===== src/rtl/bp_be_late_wb_buffer_pkg.sv =====
// Writeback packet layout and configuration helpers shared by the late-writeback buffer and its bench.
package bp_be_late_wb_buffer_pkg;

    typedef enum logic [1:0] {
        e_bp_default_cfg = 2'd0,
        e_bp_unicore_cfg = 2'd1
    } bp_params_e;

    localparam int unsigned reg_addr_width_gp = 5;
    localparam int unsigned dword_width_gp    = 64;
    localparam int unsigned fflags_width_gp   = 5;

    typedef struct packed {
        logic                         ird_w_v;
        logic                         frd_w_v;
        logic                         ptw_w_v;
        logic [reg_addr_width_gp-1:0] rd_addr;
        logic [dword_width_gp-1:0]    rd_data;
        logic                         fflags_w_v;
        logic [fflags_width_gp-1:0]   fflags;
    } bp_be_wb_pkt_s;

    function automatic int unsigned bp_be_wb_pkt_width(bp_params_e cfg);
        case (cfg)
            e_bp_unicore_cfg: return $bits(bp_be_wb_pkt_s);
            default:          return $bits(bp_be_wb_pkt_s);
        endcase
    endfunction

    // A legal packet targets exactly one destination file.
    function automatic logic wb_pkt_dest_legal(bp_be_wb_pkt_s pkt);
        return $onehot({pkt.ird_w_v, pkt.frd_w_v, pkt.ptw_w_v});
    endfunction

endpackage


===== src/rtl/bp_be_late_wb_starve_counter.sv =====
// Counts cycles the buffer head waits unaccepted; saturates at limit_p and flags saturation.
module bp_be_late_wb_starve_counter #(
    parameter int unsigned limit_p = 8
) (
    input  logic clk_i,
    input  logic reset_n_i,
    input  logic clear_i,
    input  logic incr_i,
    output logic sat_o
);

    localparam int unsigned width_lp = $clog2(limit_p + 1);
    localparam logic [width_lp-1:0] limit_lp = width_lp'(limit_p);

    logic [width_lp-1:0] cnt_r;

    assign sat_o = (cnt_r == limit_lp);

    always_ff @(posedge clk_i or negedge reset_n_i) begin
        if (!reset_n_i) begin
            cnt_r <= '0;
        end else if (clear_i) begin
            cnt_r <= '0;
        end else if (incr_i && !sat_o) begin
            cnt_r <= cnt_r + 1'b1;
        end
    end

endmodule


===== src/rtl/bp_be_late_wb_buffer.sv =====
// In-order buffer of completed long-latency writebacks (memory and arithmetic ports) feeding the
// scheduler's late-writeback interface, with force on starvation or full.
module bp_be_late_wb_buffer
    import bp_be_late_wb_buffer_pkg::*;
#(
    parameter bp_params_e  bp_params_p    = e_bp_default_cfg,
    parameter int unsigned els_p          = 4,
    parameter int unsigned starve_limit_p = 8,
    localparam int unsigned wb_pkt_width_lp = bp_be_wb_pkt_width(bp_params_p)
) (
    input  logic                       clk_i,
    input  logic                       reset_n_i,

    input  logic [wb_pkt_width_lp-1:0] mem_wb_pkt_i,
    input  logic                       mem_wb_v_i,
    output logic                       mem_wb_ready_and_o,

    input  logic [wb_pkt_width_lp-1:0] arith_wb_pkt_i,
    input  logic                       arith_wb_v_i,
    output logic                       arith_wb_ready_and_o,

    output logic [wb_pkt_width_lp-1:0] late_wb_pkt_o,
    output logic                       late_wb_v_o,
    output logic                       late_wb_force_o,
    input  logic                       late_wb_yumi_i
);

    localparam int unsigned ptr_width_lp = $clog2(els_p);
    localparam int unsigned cnt_width_lp = $clog2(els_p + 1);
    localparam logic [cnt_width_lp-1:0] full_cnt_lp     = cnt_width_lp'(els_p);
    localparam logic [cnt_width_lp-1:0] mem_room_lp     = cnt_width_lp'(els_p - 1);
    localparam logic [cnt_width_lp-1:0] arith_room_lp   = cnt_width_lp'(els_p - 2);

    logic [wb_pkt_width_lp-1:0] mem_r [els_p];
    logic [ptr_width_lp-1:0]    rd_ptr_r, wr_ptr_r, arith_wr_ptr;
    logic [cnt_width_lp-1:0]    count_r;

    logic mem_ready, arith_ready, mem_xfer, arith_xfer;
    logic head_v, deq, starve_sat;
    logic [1:0] enq_n;

    assign mem_ready   = (count_r <= mem_room_lp);
    assign arith_ready = (count_r <= arith_room_lp);
    assign mem_xfer    = mem_wb_v_i & mem_ready;
    assign arith_xfer  = arith_wb_v_i & arith_ready;
    assign enq_n       = {1'b0, mem_xfer} + {1'b0, arith_xfer};

    assign head_v = (count_r != '0);
    assign deq    = late_wb_yumi_i & head_v;

    // A lone arith transfer takes the wr_ptr slot so the ring stays gap-free.
    assign arith_wr_ptr = wr_ptr_r + ptr_width_lp'(mem_xfer);

    always_ff @(posedge clk_i) begin
        if (mem_xfer) begin
            mem_r[wr_ptr_r] <= mem_wb_pkt_i;
        end
        if (arith_xfer) begin
            mem_r[arith_wr_ptr] <= arith_wb_pkt_i;
        end
    end

    always_ff @(posedge clk_i or negedge reset_n_i) begin
        if (!reset_n_i) begin
            rd_ptr_r <= '0;
            wr_ptr_r <= '0;
            count_r  <= '0;
        end else begin
            rd_ptr_r <= rd_ptr_r + ptr_width_lp'(deq);
            wr_ptr_r <= wr_ptr_r + ptr_width_lp'(enq_n);
            count_r  <= count_r + cnt_width_lp'(enq_n) - cnt_width_lp'(deq);
        end
    end

    bp_be_late_wb_starve_counter #(
        .limit_p (starve_limit_p)
    ) starve_cnt (
        .clk_i     (clk_i),
        .reset_n_i (reset_n_i),
        .clear_i   (deq | ~head_v),
        .incr_i    (head_v),
        .sat_o     (starve_sat)
    );

    // Outputs are held at zero for the whole reset assertion, including the unreset head entry.
    assign mem_wb_ready_and_o   = reset_n_i & mem_ready;
    assign arith_wb_ready_and_o = reset_n_i & arith_ready;
    assign late_wb_v_o          = reset_n_i & head_v;
    assign late_wb_pkt_o        = reset_n_i ? mem_r[rd_ptr_r] : '0;
    assign late_wb_force_o      = reset_n_i & head_v & (starve_sat | (count_r == full_cnt_lp));

    yumi_without_valid: assert property (@(posedge clk_i) disable iff (!reset_n_i)
        late_wb_yumi_i |-> head_v);

    mem_pkt_dest: assert property (@(posedge clk_i) disable iff (!reset_n_i)
        mem_xfer |-> wb_pkt_dest_legal(mem_wb_pkt_i));

    arith_pkt_dest: assert property (@(posedge clk_i) disable iff (!reset_n_i)
        arith_xfer |-> wb_pkt_dest_legal(arith_wb_pkt_i));

endmodule


===== config.mk =====
export PLATFORM = sky130hd
export DESIGN_NAME = bp_be_late_wb_buffer
export DESIGN_NICKNAME = d
export VERILOG_FILES = /design/src/rtl/bp_be_late_wb_buffer_pkg.sv /design/src/rtl/bp_be_late_wb_starve_counter.sv /design/src/rtl/bp_be_late_wb_buffer.sv
export SDC_FILE = /design/constraint.sdc
export NUM_CORES = 1
export LEC_CHECK = 0
export ABC_AREA = 1
export BUFFER_PORTS_ARGS = -buffer_cell sky130_fd_sc_hd__clkbuf_2
export CORE_MARGIN = 2
export CORE_UTILIZATION = 35
export DETAILED_ROUTE_END_ITERATION = 16
export PLACE_DENSITY = 0.61
export SYNTH_ARGS = -nofsm -noshare
export SYNTH_HDL_FRONTEND = slang
export SYNTH_SLANG_ARGS = --single-unit

===== constraint.sdc =====
create_clock -name clk_i -period 7.8 [get_ports clk_i]
set_clock_uncertainty 0.05 [all_clocks]
set_input_delay 0.78 -clock clk_i [delete_from_list [all_inputs] [get_ports clk_i]]
set_output_delay 0.78 -clock clk_i [all_outputs]
set_load 0.01 [all_outputs]

==> results of run 1 <==
cell usage in the layout (no fill, tap or decap), types with 2 or more instances in the layout:
master	synthesis	routed
o21ai_4	0	2
clkbuf_2	0	242
xor2_1	5	5
nand4_1	315	315
clkbuf_16	0	41
clkinv_2	0	7
dfrtp_1	11	9
diode_2	0	5
nand3_4	3	4
inv_2	4	2
nand3_1	4	4
nand2_8	0	2
buf_12	0	2
edfxtp_1	312	312
clkinv_1	1	7
nand2_1	949	947
a21oi_1	82	82
xnor2_1	2	2
nor2_1	314	314
inv_1	173	173
buf_4	5	16
nand2_4	0	2
dfrtp_4	0	2
clkbuf_1	58	15
ha_1	9	8
synthesized netlist by cell type (all sizes together), types with 2 or more instances:
cell and count:
ha 9, clkbuf 58, buf 138, nand4 315, nor2 315, xnor2 2
a21oi 82, nand2 952, xor2 5, edfxtp 312, inv 177, o21ai 3
nand3 8, dfrtp 11
flip-flops by register name, indices dropped and copies added (netlist names):
name and cells:
wr_ptr_r 2, count_r 3, mem_r 312, starve_cnt.cnt_r 4
rd_ptr_r 2
area by class of cell:
type / count / area share [%]
Sequential cell: 323 / 45.4
Multi-Input combinational cell: 1693 / 35.5
Timing Repair Buffer: 260 / 6.46
Clock buffer: 56 / 5.10
Tap cell: 688 / 4.05
Inverter: 178 / 3.17
Clock inverter: 12 / 0.242
Antenna cell: 5 / 0.0589
metrics by stage:
stage	power (mW)	cell area, um^2
2_1_floorplan	5.43	18700
3_3_place_gp	6.45	20100
3_5_place_dp	6.54	20100
4_1_cts	8.23	21200
5_1_grt	8.73	21200
6_report	8.17	21200
where the power goes:
part | internal [mW] | switching, mW
Clock | 0.959 | 0.721
Combinational | 0.878 | 2.86
Sequential | 2.55 | 0.206
Total | 4.38 | 3.79
worst paths after layout:
path	cells past startpoint	slack, ps	end	startpoint
hold / removal	1	90	starve_cnt.cnt_r[1]$_DFFE_PN0P_	reset_n_i
setup reg to reg	7	3930	mem_r[0][66]$_DFFE_PP_	count_r[2]$_DFF_PN0_
hold reg to reg	1	490	count_r[0]$_DFF_PN0_	count_r[0]$_DFF_PN0_
max in group asynchronous	1	7310	rd_ptr_r[0]$_DFF_PN0_	reset_n_i
min in group clk_i	4	480	starve_cnt.cnt_r[2]$_DFFE_PN0P_	late_wb_yumi_i
setup / recovery	6	3530	late_wb_pkt_o[5]	rd_ptr_r[1]$_DFF_PN0_
cells by family (layout without fill, tap and decap cells):
group / count (synthesis) / in the layout / share of synthesized area (%)
other: 0 / 5 / 0
AO/OA/AOI/OAI: 85 / 85 / 2.27
adder cells (fa/ha/maj): 10 / 10 / 0.708
buffers and inverters: 374 / 506 / 8.74
AND/OR/NAND/NOR: 1591 / 1591 / 36.5
flip-flops: 323 / 323 / 51.5
XOR/XNOR: 7 / 7 / 0.327
metal layers:
| metal | vias up | GRT usage, % | share of wire, % |
|---|---|---|---|
| met4 | 10 | 7.28 | 2.8 |
| li1 | 8112 | - | - |
| met1 | 7959 | 27.3 | 42 |
| met3 | 117 | 3.71 | 6.8 |
| met5 | - | 0 | 0.11 |
| met2 | 626 | 35.8 | 48 |
==> metrics.md, run 1 <==
| Metric | Value |
|---|---|
| Cell Chain, Critical Path | clkinv_2 > buf_4 > nor2_1 > nand2_1 > a21oi_1 > clkbuf_2 |
| Fmax | ~230 MHz |
| Placed cells | approximately 3100 |
| Mapped Nets | 2561 |
| Hold Path Class | in2async |
| # Post-CTS Setup Buffers | 0 |
| Status | finished, final reports clean |
| DR vias | 16824 |
| FP Rows | 84 |
| CTS Sinks | 323 |
| CTS tree | done |
| Largest net degree at the start of global routing | 218 |
| Starting density of the core | around 36% |
| Initial antenna violation count | 10 |
| Remaining antenna violation count | 0 |
| Data required, critical path | between 6000 and 7000 ps |
| I/O pin count | roughly 240 |
| Share of cells above drive strength 1 | 12.9% |
| Post-synth EDFFs | 312 |
| DRC violations left | 0 |
| Dominant cells by area after synthesis | edfxtp_1 (50%), nand2_1 (19%), nand4_1 (11%), nor2_1 (6.3%), inv_1 (3.5%) |
| WP buf/inv | 3 |
| Average vias per placed instance | roughly 5.2 |
| Synth Instances | 2390 |
| CTS Root Cell | clkbuf_16 |
| Worst EP arrival | 3440 ps |
| Vias in the first global route | 16174 |
| Drt first pass iters | 5 |
| Tmin final | 4270 ps |
| CP Max Fanout | 53 |
| Register area | 0.00965 mm^2 |
| Area taken by multi-input logic gates | 0.00753 mm^2 |
| Yosys top cell by area | edfxtp_1 |
| Post-layout util | 40.3% |
| VDD IR max | 0.400 mV |
| Layout Nets | 2666 |
| # Max-Cap Violations | 0 |
| Main flop type after synthesis | edfxtp_1 |
| Clk Latency, worst-skew pair | 540 ps |
| TritonCTS Buffers | 39 |
| Top delay family on crit path | buffers and inverters |
| Seq/Total Area, Yosys | 51.5% |
| Non-filler instance count after layout | ~3200 |
| Worst relative slew slack | 12.0% |
| RSZ-0062 raised after global routing | no |
| Initial DRC Count | 1400 |
| Critical Path Sink Type | output pin |
| CP Launch Type | flip-flop |
| Final worst slack | 3530 ps |
| CORE AREA | 0.0528 mm^2 |
| P_leak | roughly 9.8 nW |
| Total GRT Usage | 21.2% |
| Cell area after synthesis | roughly 0.019 mm^2 |
| Fill count | 5281 |
| Final critical-path share of the clock period | between 50% and 60% |
| Hold_ws | 93.0 ps |
| Crit-path slowest cell | dfrtp_4 |
| Die Width | 235 um |
| Synth Warn # | 0 |
| Die Y | 235 um |
| Setup WS pre-CTS | 3480 ps |
| Clock Tree Buf Depth | 3 |
| Routability Congestion | 0.785 |
| Synth unique cells | 26 |
| Hold_buf cts | 0 |
| Largest stage delay on the critical path | 810 ps |
| Port-buffer cells | 242 |
| Final Hold Vio Count | 0 |
| Syn avg cell area | approximately 8 um^2 |
| Synth-to-Final Area Change | 13.4% |
| Slew @ Worst Pin | 1320 ps |
| Post-DP HPWL | 33000 um |
| Count of final max-slew check failures | 0 |
| Clock transition at the registers of the reported paths | 60 ps |
| H-tree levels | 2 |
| Cell Pwr Density | 385 mW/mm^2 |
| Critical Setup Path Class | reg2out |
| Seq cells post-synth | roughly 320 |
| Gr ovfl total | 0 |
| Final setup vio count | 0 |
| Post-synth ARST share | under 10% |
| Routed WL per cell | 18.6 um |
| Total Wirelength | 59800 um |
| Setup TNS | 0 ps |
| Die ar. | about 0.055 mm^2 |
| # resized after CTS | 0 |
| First-pass GRT wire length | 92400 um |
| Top cell type's share of synthesized area | around 50% |
Power figures use the tool's default switching activity.
==> run 2, diff against run 1 <==
--- a/config.mk
+++ b/config.mk
@@ -10,7 +10,7 @@
 export CORE_MARGIN = 2
 export CORE_UTILIZATION = 35
 export DETAILED_ROUTE_END_ITERATION = 16
-export PLACE_DENSITY = 0.61
+export PLACE_DENSITY = 0.63
 export SYNTH_ARGS = -nofsm -noshare
 export SYNTH_HDL_FRONTEND = slang
 export SYNTH_SLANG_ARGS = --single-unit
==> constraint.sdc (replaced) <==
create_clock -name clk_i -period 3.8 [get_ports clk_i]
set_clock_uncertainty 0.05 [all_clocks]
set_input_delay 0.38 -clock clk_i [delete_from_list [all_inputs] [get_ports clk_i]]
set_output_delay 0.38 -clock clk_i [all_outputs]
set_load 0.01 [all_outputs]
==> metrics.md, run 2 (synthesis gave the netlist of run 1 again) <==
| Metric | Value |
|---|---|
| Status | finished, final reports clean |
| Tot Pwr | 17.1 mW (+110%) |
| CP Launch Type | flip-flop |
| Top delay family on crit path | buffers and inverters |
| Largest stage delay on the critical path | 700 ps (-110 ps) |
| CORE AREA | 0.0528 mm^2 (unchanged) |
| Post-DP HPWL | 32000 um (-2.9%) |
| Die Width | 235 um (unchanged) |
| Final critical-path share of the clock period | 84.2% |
| Critical Path Sink Type | output pin |
| Most frequent cells in the layout | nand2_1 (947), nand4_1 (315), nor2_1 (314), edfxtp_1 (312), clkbuf_2 (242) |
| Net Sw Power | 7.87 mW (+110%) |
| Register-to-register setup slack | 1010 ps (-2920 ps) |
| Int Pwr | 9.24 mW (+110%) |
| WP buf/inv | 3 (unchanged) |
| Combinational cell fraction of total power | 46.4% (+0.7 points) |
| H-tree levels | 2 (unchanged) |
| Die Y | 235 um (unchanged) |
| Vias in the first global route | 16014 (-0.99%) |
| # resized after CTS | 0 (unchanged) |
| Drt first pass iters | 6 (+1) |
| Most flops, register | mem_r |
| Share of cells above drive strength 1 | 13.8% (+0.82 points) |
| TritonCTS Buffers | 39 (unchanged) |
| I/O pin count | 243 (unchanged) |
| Gr ovfl total | 0 (unchanged) |
| Total Wirelength | 58600 um (-2.0%) |
| Clock transition at the registers of the reported paths | 60 ps (about the same) |
| Area taken by multi-input logic gates | 0.00753 mm^2 (unchanged) |
| Layout Nets | 2680 (+0.53%) |
| Cell Pwr Density | 793 mW/mm^2 (+110%) |
| DR vias | 16916 (+0.55%) |
| Initial antenna violation count | 13 (+3) |
| CTS Root Cell | clkbuf_16 |
| # Max-Cap Violations | 0 (unchanged) |
| Critical Setup Path Class | reg2out |
| Starting density of the core | 35.5% (unchanged) |
| CTS Sinks | 323 (unchanged) |
| First-pass GRT wire length | 90800 um (-1.7%) |
| Routed WL per cell | 18.1 um (-2.5%) |
| Clk Latency, worst-skew pair | 530 ps (about the same) |
| Total GRT Usage | 20.8% (-0.35 points) |
| Final setup vio count | 0 (unchanged) |
| CP Max Fanout | 42 (-21%) |
| Hold Path Class | in2reg |
| Register area | 0.00965 mm^2 (unchanged) |
| VDD IR max | 0.930 mV (+130%) |
| Die ar. | 0.0554 mm^2 (unchanged) |
| Hold_ws | 91.7 ps (-1.27 ps) |
| Remaining antenna violation count | 0 (unchanged) |
| Most common cell after layout, fill and taps aside | nand2_1 |
| Largest register FFs | 312 (unchanged) |
| Fill count | 5220 (-1.2%) |
| DRC violations left | 0 (unchanged) |
| Clock Tree Buf Depth | 3 (unchanged) |
| Worst relative slew slack | 26.1% (+14 points) |
| Final Hold Vio Count | 0 (unchanged) |
| Tmin final | 3200 ps |
| Synth-to-Final Area Change | 15.2% |
| Count of final max-slew check failures | 0 (unchanged) |
| Crit-path slowest cell | dfrtp_4 |
| Switching Share | 46.0% (-0.34 points) |
| Largest net degree at the start of global routing | 206 (-5.5%) |
| Sequential share of power | 33.1% (-0.6 points) |
| Worst EP arrival | 2770 ps (-670 ps) |
| Routability Congestion | 0.811 (+3.4%) |
| Top flop regs | mem_r (312), starve_cnt.cnt_r (4), count_r (3) |
| Clock Power Share | 20.5% (about the same) |
| Placement Cell Area | 0.0204 mm^2 (+1.4%) |
| P_leak | 9.96 nW (+1.6%) |
| Fmax | 313 MHz |
| CTS tree | done |
| Average vias per placed instance | 5.23 (about the same) |
| Design area | 0.0216 mm^2 (+1.6%) |
| Initial DRC Count | 1518 (+8.4%) |
| FP Rows | 84 (unchanged) |
| RSZ-0062 raised after global routing | no |
| Slew @ Worst Pin | 1110 ps (-212 ps) |
| Data required, critical path | 3370 ps (-3600 ps) |
| Cell Chain, Critical Path | clkinv_2 > buf_12 > nor2_1 > nand2_1 > a21oi_1 > clkbuf_2 |
| Port-buffer cells | 242 (unchanged) |
[run 2: worst min-delay path, delay by kind of cell]
kind / cells / cell delay [ps]
simple gates: 2 / 90
buf+inv: 1 / 110
[run 2: layer usage]
metal / share of wire (%) / global-route usage (%)
met3: 7.8 / 3.82
met4: 3.0 / 8.53
met2: 48 / 34.3
met5: 0.14 / 0
met1: 41 / 27.0
[run 2: cell type report]
cell class | instances | area share, %
clock buffers | 47 | 4.76
repair buffers | 274 | 7.73
multi-input cells | 1693 | 34.9
inverters | 178 | 3.12
clock inverters | 23 | 0.673
flip-flops and latches | 323 | 44.7
well taps | 688 | 3.99
diodes | 6 | 0.0696
[run 2: worst paths after layout]
path,start,to,cells after the start
max in group asynchronous,reset_n_i,rd_ptr_r[1]$_DFF_PN0_,2
max,rd_ptr_r[1]$_DFF_PN0_,late_wb_pkt_o[16],6
min reg2reg,count_r[0]$_DFF_PN0_,count_r[0]$_DFF_PN0_,1
min in group asynchronous,reset_n_i,starve_cnt.cnt_r[0]$_DFFE_PN0P_,2
min,mem_wb_pkt_i[34],mem_r[1][34]$_DFFE_PP_,3
max reg2reg,count_r[2]$_DFF_PN0_,mem_r[1][23]$_DFFE_PP_,9
[run 2: metrics by stage]
step	std cells	worst slack [ps]	util (%)	setup TNS (ps)
2_1_floorplan	2390	-979	-	-152750
3_3_place_gp	3155	940	38.6	0
3_5_place_dp	3155	865	38.6	0
4_1_cts	3226	486	40.9	0
5_1_grt	3232	370	40.9	0
6_report	3232	602	40.9	0
[run 2: repair_timing]
item,in CTS,in global routing
setup endpoints to repair,0,0
hold buffers,1,0
buffers inserted,0,0
hold endpoints to repair,11,0
[run 2: power by group through the flow]
stage	clock (mW)	sequential, mW	combinational (mW)
2_1_floorplan	0	5.57	5.55
5_1_grt	3.72	5.76	8.77
3_3_place_gp	0	5.72	7.79
6_report	3.51	5.66	7.93
4_1_cts	3.57	5.68	7.96
3_5_place_dp	0	5.75	7.94
==> run 3, diff against run 2 <==
--- a/config.mk
+++ b/config.mk
@@ -5,7 +5,7 @@
 export SDC_FILE = /design/constraint.sdc
 export NUM_CORES = 1
 export LEC_CHECK = 0
-export ABC_AREA = 1
+export ABC_AREA = 0
 export BUFFER_PORTS_ARGS = -buffer_cell sky130_fd_sc_hd__clkbuf_2
 export CORE_MARGIN = 2
 export CORE_UTILIZATION = 35
==> constraint.sdc (replaced) <==
create_clock -name clk_i -period 2.7 [get_ports clk_i]
set_clock_uncertainty 0.05 [all_clocks]
set_input_delay 0.27 -clock clk_i [delete_from_list [all_inputs] [get_ports clk_i]]
set_output_delay 0.27 -clock clk_i [all_outputs]
set_load 0.01 [all_outputs]
==> metrics.md, run 3 <==
| Metric | Value |
|---|---|
| Crit-path slowest cell | dlygate4sd3_1 |
| Critical Path Source | count_r[2]$_DFF_PN0_ |
| Count of final max-slew check failures | 0 (unchanged) |
| First-pass GRT wire length | 63900 um (-30%) |
| Remaining antenna violation count | 0 (unchanged) |
| Register area | 0.00965 mm^2 (about the same) |
| CTS Root Cell | clkbuf_16 |
| H-tree levels | 2 (unchanged) |
| Initial DRC Count | 662 (-56%) |
| Yosys top cell by area | edfxtp_1 |
| Data required, critical path | 2950 ps (-420 ps) |
| Vias in the first global route | 10653 (-33%) |
| Critical Setup Path Class | reg2reg |
| Drt first pass iters | 4 (-2) |
| Fmax | 382 MHz |
| Final setup vio count | 0 (unchanged) |
| Largest net degree at the start of global routing | 49 (-76%) |
| CP Launch Type | flip-flop |
| # Max-Cap Violations | 0 (unchanged) |
| Status | finished, final reports clean |
| CTS Sinks | 323 (unchanged) |
| Final critical-path share of the clock period | a little over nine tenths |
| DRC violations left | 0 (unchanged) |
| Top flop regs | mem_r (312), starve_cnt.cnt_r (4), count_r (3) |
| Clk Latency, worst-skew pair | 540 ps (about the same) |
| Post-DP HPWL | 24800 um (-23%) |
| Main flop type after synthesis | edfxtp_1 |
| CP Max Fanout | 18 (-57%) |
| Seq cells post-synth | 323 (unchanged) |
| Tmin final | 2620 ps |
| Register-to-register setup slack | 80 ps (-930 ps) |
| Syn avg cell area | 17.7 um^2 (+130%) |
| Clock Tree Buf Depth | 3 (unchanged) |
| Setup TNS | 0 ps (unchanged) |
| Synth-to-Final Area Change | 28.2% |
| Largest register FFs | 312 (unchanged) |
| Initial antenna violation count | 3 (-10) |
| Layout Nets | 1444 (-46%) |
| Largest stage delay on the critical path | 560 ps (-140 ps) |
| Hold Path Class | in2reg |
| Hold path startpoint | mem_wb_pkt_i[19] |
| Worst relative slew slack | 66.0% (+40 points) |
| Slew @ Worst Pin | 506 ps (-602 ps) |
| Design area | 0.0207 mm^2 (-3.9%) |
| Post-synth EDFFs | 312 (unchanged) |
| Average vias per placed instance | 5.06 (-3.4%) |
| Share of cells above drive strength 1 | 54.7% (+41 points) |
| Top cell type's share of synthesized area | 57.9% (+7.9 points) |
| WHS Endpoint | mem_r[1][19]$_DFFE_PP_ |
| Die Y | 219 um (-6.9%) |
| Die Width | 219 um (-6.9%) |
| P_leak | 7.47 nW (-25%) |
| Mapped Nets | 1084 (-58%) |
| FP Rows | 78 (-7.1%) |
| Cell Pwr Density | 978 mW/mm^2 (+23%) |
| Critical Path Sink Type | flip-flop |
| DR vias | 9631 (-43%) |
| FF-to-FF End | mem_r[1][6]$_DFFE_PP_ |
| Clock transition at the registers of the reported paths | 60 ps (about the same) |
| Routability Congestion | 0.758 (-6.6%) |
| Routed WL per cell | 22.0 um (+22%) |
| Reg-to-reg critical path startpoint | count_r[2]$_DFF_PN0_ |
| Die ar. | 0.0480 mm^2 (-13%) |
| Most frequent cells in the layout | edfxtp_1 (312), mux2_2 (285), clkbuf_2 (241), dlygate4sd3_1 (99), and2_1 (79) |
| Post-synth ARST share | 3.41% (unchanged) |
| Seq/Total Area, Yosys | 59.6% (+8.1 points) |
| Synth cell count leaders | edfxtp_1 (312), mux2_2 (285), and2_1 (80) |
| Cell Chain, Critical Path | nor2b_4 > ha_4 > xnor2_2 > nand4_1 > clkbuf_16 > mux2_2 > dlygate4sd3_1 |
| Most common cell after layout, fill and taps aside | edfxtp_1 |
| CORE AREA | 0.0455 mm^2 (-14%) |
| Synth Warn # | 0 (unchanged) |
| WP buf/inv | 2 (-1) |
| Worst EP arrival | 2870 ps (+100 ps) |
| Synth Instances | 913 (-62%) |
| Port-buffer cells | 242 (unchanged) |
| Final Hold Vio Count | 0 (unchanged) |
| Most common cell in the netlist | edfxtp_1 |
| Starting density of the core | 35.6% (+0.069 points) |
| Total Wirelength | 41900 um (-28%) |
| Synth unique cells | 33 (+27%) |
| Fill count | 4035 (-23%) |
| TritonCTS Buffers | 40 (+2.6%) |
| Top delay family on crit path | buffers and inverters |
| Tot Pwr | 20.3 mW (+19%) |
| Gr ovfl total | 0 (unchanged) |
| VDD IR max | 0.663 mV (-29%) |
| Cell area after synthesis | 0.0162 mm^2 (-14%) |
| CTS tree | done |
| Most flops, register | mem_r |
| Placement Cell Area | 0.0185 mm^2 (-9.1%) |
| Worst reg-to-reg path cell count | 7 (-2) |
| Dominant cells by area after synthesis | edfxtp_1 (58%), mux2_2 (20%), mux4_2 (11%), and2_1 (3.1%), mux2_1 (1.9%) |
| Hold depth | 2 (-1) |
| I/O pin count | 243 (unchanged) |
| Total GRT Usage | 17.7% (-3.1 points) |
| Area taken by multi-input logic gates | 0.00630 mm^2 (-16%) |
==> run 3: changes by cell type after synthesis, moves of 41 or more <==
cell      previous run  this run
mux4_2               0        78
mux2_2               0       285
nand4_1            315         1
clkbuf_1            58        17
and2_1               0        80
a21oi_1             82         1
inv_1              173         9
buf_2               94        31
nor2_1             314         6
nand2_1            949         3
==> run 3: repair_timing <==
action	CTS	global route
setup buffers	1	2
gates cloned	0	1
endpoints found under the setup margin	31	3
hold buffers	99	0
endpoints found under the hold margin	164	0
pin swaps	0	1
gates resized for setup	0	3
==> run 3: final cells by class <==
type | instances | share of cell area [%]
Clock inverter | 22 | 0.628
Timing Repair Buffer | 377 | 13.5
Multi-Input combinational cell | 522 | 30.4
Antenna cell | 3 | 0.0362
Inverter | 9 | 0.163
Clock buffer | 48 | 5.07
Sequential cell | 323 | 46.6
Tap cell | 600 | 3.62
==> run 3: worst max-delay path by stage <==
stage                     cells past startpoint                      to  slack [ps]
after global placement                        6  mem_r[0][60]$_DFFE_PP_         210
after floorplan                               7   mem_r[0][0]$_DFFE_PP_          10
final                                         7   mem_r[1][6]$_DFFE_PP_          80
after CTS                                     7   mem_r[1][6]$_DFFE_PP_          20
after global routing                          7   mem_r[1][8]$_DFFE_PP_          -7
after detailed placement                      6  mem_r[0][49]$_DFFE_PP_         130
==> run 3: logic make-up (layout without fill, tap and decap cells) <==
kind of cell               count (synthesis)  after routing  synth area share [%]
other                                      0              3                     0
and+or+nand+nor                          105            105                  4.14
AOI/OAI and AO/OA                          6              6                 0.232
adders and majority gates                 10             10                 0.820
buffers and inverters                     68            456                  1.96
muxes                                    392            392                  32.7
DFF                                      323            323                  59.6
xor gates and xnor gates                   9              9                 0.534
==> run 3: power by group <==
| group | total, mW | switching, mW | leakage (nW) | internal [mW] |
|---|---|---|---|---|
| clock | 4.92 | 2.06 | 0.587 | 2.86 |
| sequential | 7.72 | 0.401 | 2.99 | 7.32 |
| combinational | 7.63 | 3.86 | 3.90 | 3.77 |
==> run 3: per-layer routing <==
metal  share of wire (%)  vias up  GRT usage, %
met5                   0        -             0
met4                 1.6        0          4.68
met3                 5.0       45          2.97
met2                  48      264          28.6
met1                  46     4962          24.7
li1                    -     4360             -
==> run 3: per-stage QoR <==
| step | util [%] | std cells | hold WS, ps | setup WS (ps) |
|---|---|---|---|---|
| 6_report | 45.6 | 1904 | 21.9 | 79.6 |
| 3_5_place_dp | 40.7 | 1728 | 176 | 131 |
| 3_3_place_gp | 40.7 | 1728 | 178 | 209 |
| 5_1_grt | 45.6 | 1904 | 9.94 | -7.45 |
| 2_1_floorplan | - | 913 | -75.6 | 9.89 |
| 4_1_cts | 45.5 | 1898 | 0.551 | 18.9 |
